--- src/rtl/display_hex_mux.sv ---
// Two-digit multiplexed hex driver for a common-anode 7-segment display.
// The input is captured once per scan frame, and every digit change gets one blanking cycle.
module display_hex_mux #(
    parameter int REFRESH_DIV = 1000,
    parameter bit BLANK_LZ    = 1'b1
) (
    input  logic       clk,
    input  logic       reset_i,
    input  logic [7:0] conta_i,
    output logic [6:0] seg_o,
    output logic [1:0] an_o,
    output logic       frame_o
);

    logic [15:0] r_div;
    logic        r_sel;
    logic [7:0]  r_disp;

    logic        w_wrap;
    logic        w_blank;
    logic [3:0]  w_nib;
    logic [6:0]  w_seg;

    assign w_wrap  = (r_div == 16'(REFRESH_DIV - 1));
    assign w_nib   = r_sel ? r_disp[7:4] : r_disp[3:0];
    // Blank on the first cycle of each slot, and on a leading-zero high digit.
    assign w_blank = (r_div == 16'd0) || (r_sel && BLANK_LZ && (r_disp[7:4] == 4'h0));

    always_comb begin
        w_seg = 7'b1111111;
        case (w_nib)
            4'h0: w_seg = 7'b1000000;
            4'h1: w_seg = 7'b1111001;
            4'h2: w_seg = 7'b0100100;
            4'h3: w_seg = 7'b0110000;
            4'h4: w_seg = 7'b0011001;
            4'h5: w_seg = 7'b0010010;
            4'h6: w_seg = 7'b0000010;
            4'h7: w_seg = 7'b1111000;
            4'h8: w_seg = 7'b0000000;
            4'h9: w_seg = 7'b0010000;
            4'hA: w_seg = 7'b0001000;
            4'hB: w_seg = 7'b0000011;
            4'hC: w_seg = 7'b1000110;
            4'hD: w_seg = 7'b0100001;
            4'hE: w_seg = 7'b0000110;
            4'hF: w_seg = 7'b0001110;
            default: w_seg = 7'b1111111;
        endcase
    end

    always_ff @(posedge clk or negedge reset_i) begin
        if (!reset_i) begin
            r_div   <= 16'd0;
            r_sel   <= 1'b0;
            r_disp  <= 8'h00;
            seg_o   <= 7'b1111111;
            an_o    <= 2'b11;
            frame_o <= 1'b0;
        end else begin
            r_div   <= w_wrap ? 16'd0 : r_div + 16'd1;
            if (w_wrap)
                r_sel <= ~r_sel;
            // Capturing only at the frame wrap keeps both digits from one sample.
            if (w_wrap && r_sel)
                r_disp <= conta_i;
            frame_o <= w_wrap && r_sel;
            if (w_blank) begin
                an_o  <= 2'b11;
                seg_o <= 7'b1111111;
            end else begin
                an_o  <= r_sel ? 2'b01 : 2'b10;
                seg_o <= w_seg;
            end
        end
    end

endmodule
--- config.mk ---
export PLATFORM = sky130hd
export DESIGN_NAME = display_hex_mux
export DESIGN_NICKNAME = d
export VERILOG_FILES = /design/src/rtl/display_hex_mux.sv
export SDC_FILE = /design/constraint.sdc
export NUM_CORES = 1
export LEC_CHECK = 0
export CAP_MARGIN = 20
export CORE_MARGIN = 2
export CORE_UTILIZATION = 55
export CTS_BUF_LIST = sky130_fd_sc_hd__clkbuf_4 sky130_fd_sc_hd__clkbuf_8
export CTS_CLUSTER_SIZE = 28
export DETAILED_ROUTE_END_ITERATION = 8
export GPL_TIMING_DRIVEN = 0
export PLACE_DENSITY_LB_ADDON = 0.05
export SLEW_MARGIN = 30
export SYNTH_ARGS = -nofsm -noshare
export SYNTH_HDL_FRONTEND = slang
export SYNTH_SLANG_ARGS = --single-unit
--- constraint.sdc ---
create_clock -name clk -period 2.2 [get_ports clk]
set_input_delay 0.22 -clock clk [delete_from_list [all_inputs] [get_ports clk]]
set_output_delay 0.22 -clock clk [all_outputs]
set_load 0.02 [all_outputs]
==> results.cfg <==
[outcome]
status = completed

[hold_path]
hold_class = in -> async

[power_and_ir_drop]
p_total_w = 0.00122
p_per_area_nw_per_um2 = 578
p_comb_frac = 0.106
power.leakage_nw = 0.934
p_seq_frac = 0.559
netSwitchingFraction = 0.230
switchingPower_w = 0.000279
irDropWorstVdd_v = 0.000484
p_int_w = 0.000937
p_clk_frac = 0.335

[drt]
ant_nets = 0
drc_errors = 0
finalWirelength_um = 3160
viasPerCell = 5.33
drt_pre_antenna_iters = 4
num_vias = 1221
drtIter0Drc = 45
wire_per_inst_um = 13.8

[cells_and_area]
num_antenna_cells = 0
nNetsFinal = 202
syn2layout_area_growth_pct = 21.0
drive_above_1_share = 0.178
utilization = 0.695

[worst_setup_path]
ff2ff_setup_slack_ns = 0.20
worst_path_largest_cell_delay_ns = 0.54
worstPathArrival_ns = 2.23
crit_chain = nor4_2 -> nand2_1 -> or4_1 -> buf_6 -> mux2_4
cp_slowest_cell = or4_1
setup.worst_path.class = reg -> reg
cp-end-kind = flop
startpoint_type = flop
crit_fanout = 9
crit_required_ns = 2.43

[clock_tree]
post_cts_buffers = 0
cts_sinks = 35
cts_made_buffers = 5
cts.path.max_buffers = 2
clkTransAtPathRegs_ns = 0.10
clk_latency_ns = 0.33
cts-root-buf = clkbuf_4
cts_max_level = 2
cts_tree = built

[timing]
tightest_slew_ns = 0.698
rsz0062_at_grt = false
hold_slack_ns = 0.314
finalSetupTns_ns = 0
finalSetupViolations = 0
postLayoutSetupSlackWorst_ns = 0.198
post-route-period-util = 0.910
period_needed_ns = 2.00
timing.fmax_mhz = 500
relSlewSlack = 0.533
hold_viol_final = 0
finalClockSkew_ns = 0.00722
slew_viol_final = 0

[grt]
grt_pass1_wl_um = 5400
grt_pass1_vias = 1185
grt_max_degree = 23
grt_use_total = 0.209
grt-ovfl-total = 0
grt_antenna_before_repair = 0

[synth]
syn-num-nets = 174
yosysUniqueCellTypes = 30
synth_commonest_cells = dfrtp_1, nand2_1, nand3_1
synth_warnings = 0
synthFlopType = dfrtp_1
synth-edff-count = 0
postSynthAreaPerCell_sq_um = 11.1
ys_async_sr_fraction = 1.00
synthTopCellsByArea = dfrtp_1, dfstp_2, mux2_4, ha_1, xnor2_1
synthMostInstantiatedCell = dfrtp_1
synth-seq-area-share = 0.510
syn_area_sq_um = 1740
yosysTopAreaCellShare = 0.374
synth-seq-cells = 35
syn_inst = 156
synth_top_area_cell = dfrtp_1

[die]
die_area_sq_um = 3630
rows = 20
dieHeight_um = 60.2
initial_utilization = 0.574
ios = 20
die_x_um = 60.2
core-area_sq_um = 3030

[place]
gp_congestion = 0.841
post-dp-hpwl_um = 2320
portBuffers = 19
place_ws_ns = 0.191

[run]
cap_viol_max_count = 0
==> cell usage in the layout, fill, tap and decap left out, types with 4 or more instances in the layout <==
cell type,n
inv_1,7
clkdlybuf4s50_1,18
ha_1,8
nand2_1,18
xnor2_1,11
nor3_1,6
clkbuf_4,6
xor2_1,4
dfstp_2,9
mux2_4,8
nor2_1,11
nand3_1,13
mux2i_1,6
dfrtp_1,26
==> power groups by stage <==
stage / Clock [W] / Combinational, W / Sequential, W
floorplan: 0 / 0.0000487 / 0.000705
global placement: 0 / 0.000121 / 0.000691
detailed placement: 0 / 0.000129 / 0.000692
CTS: 0.000422 / 0.000130 / 0.000680
global route: 0.000459 / 0.000143 / 0.000682
finish: 0.000407 / 0.000129 / 0.000680
==> routing by layer <==
metal | global-route usage | vias to the layer above | share of wire
li1 | - | 596 | -
met1 | 0.246 | 578 | 0.42
met2 | 0.332 | 38 | 0.50
met3 | 0.0714 | 9 | 0.050
met4 | 0.114 | 0 | 0.022
met5 | 0 | - | 0
==> area by class of cell <==
type	instances	area [sq um]
timing repair buffer	21	223
fill	223	925
inverter	7	26.3
multi-input combinational	110	816
buffer	4	23.8
clock buffer	8	72.6
tap	44	55.1
sequential	35	887
==> registers in the layout, summed over array words and instances (netlist names) <==
signal	flops
seg_o	7
r_div	16
r_sel	1
frame_o	1
r_disp	8
an_o	2
==> through the flow <==
step,area [sq um],std cells
final,2100,229
after global routing,2100,229
after CTS,2090,229
after detailed placement,2010,220
after global placement,1980,219
after floorplan,1740,156
==> worst max-delay path, delay by kind of cell (launching register included) <==
family,cells,cell delay [ns]
simple gates,3,0.97
flops,1,0.45
mux,1,0.30
buf+inv,1,0.18
==> path summary, 6_finish.rpt <==
check	endpoint	cells after the start	from
worst max-delay path	r_disp[0]	5	r_div[3]
worst min-delay path	r_disp[3]	2	reset_i
worst max register to register	r_disp[0]	5	r_div[3]
worst min register to register	r_div[15]	1	r_div[15]
max in group asynchronous	an_o[0]	3	reset_i
min in group clk	r_div[15]	1	r_div[15]
==> cells by family after synthesis <==
family | Yosys count | share of synthesized area
flip-flops | 35 | 0.510
buffers and inverters | 11 | 0.0288
AO/OA/AOI/OAI | 9 | 0.0374
multiplexers | 16 | 0.117
XOR/XNOR | 15 | 0.0756
adder cells (fa/ha/maj) | 8 | 0.0576
AND/OR/NAND/NOR | 62 | 0.174
==> timing repair <==
item,in CTS,in global routing
hold endpoints to repair,8,0
setup endpoints to repair,0,8
hold buffers,1,0
gates resized for setup,0,2
(Power assumes the default switching activity.)
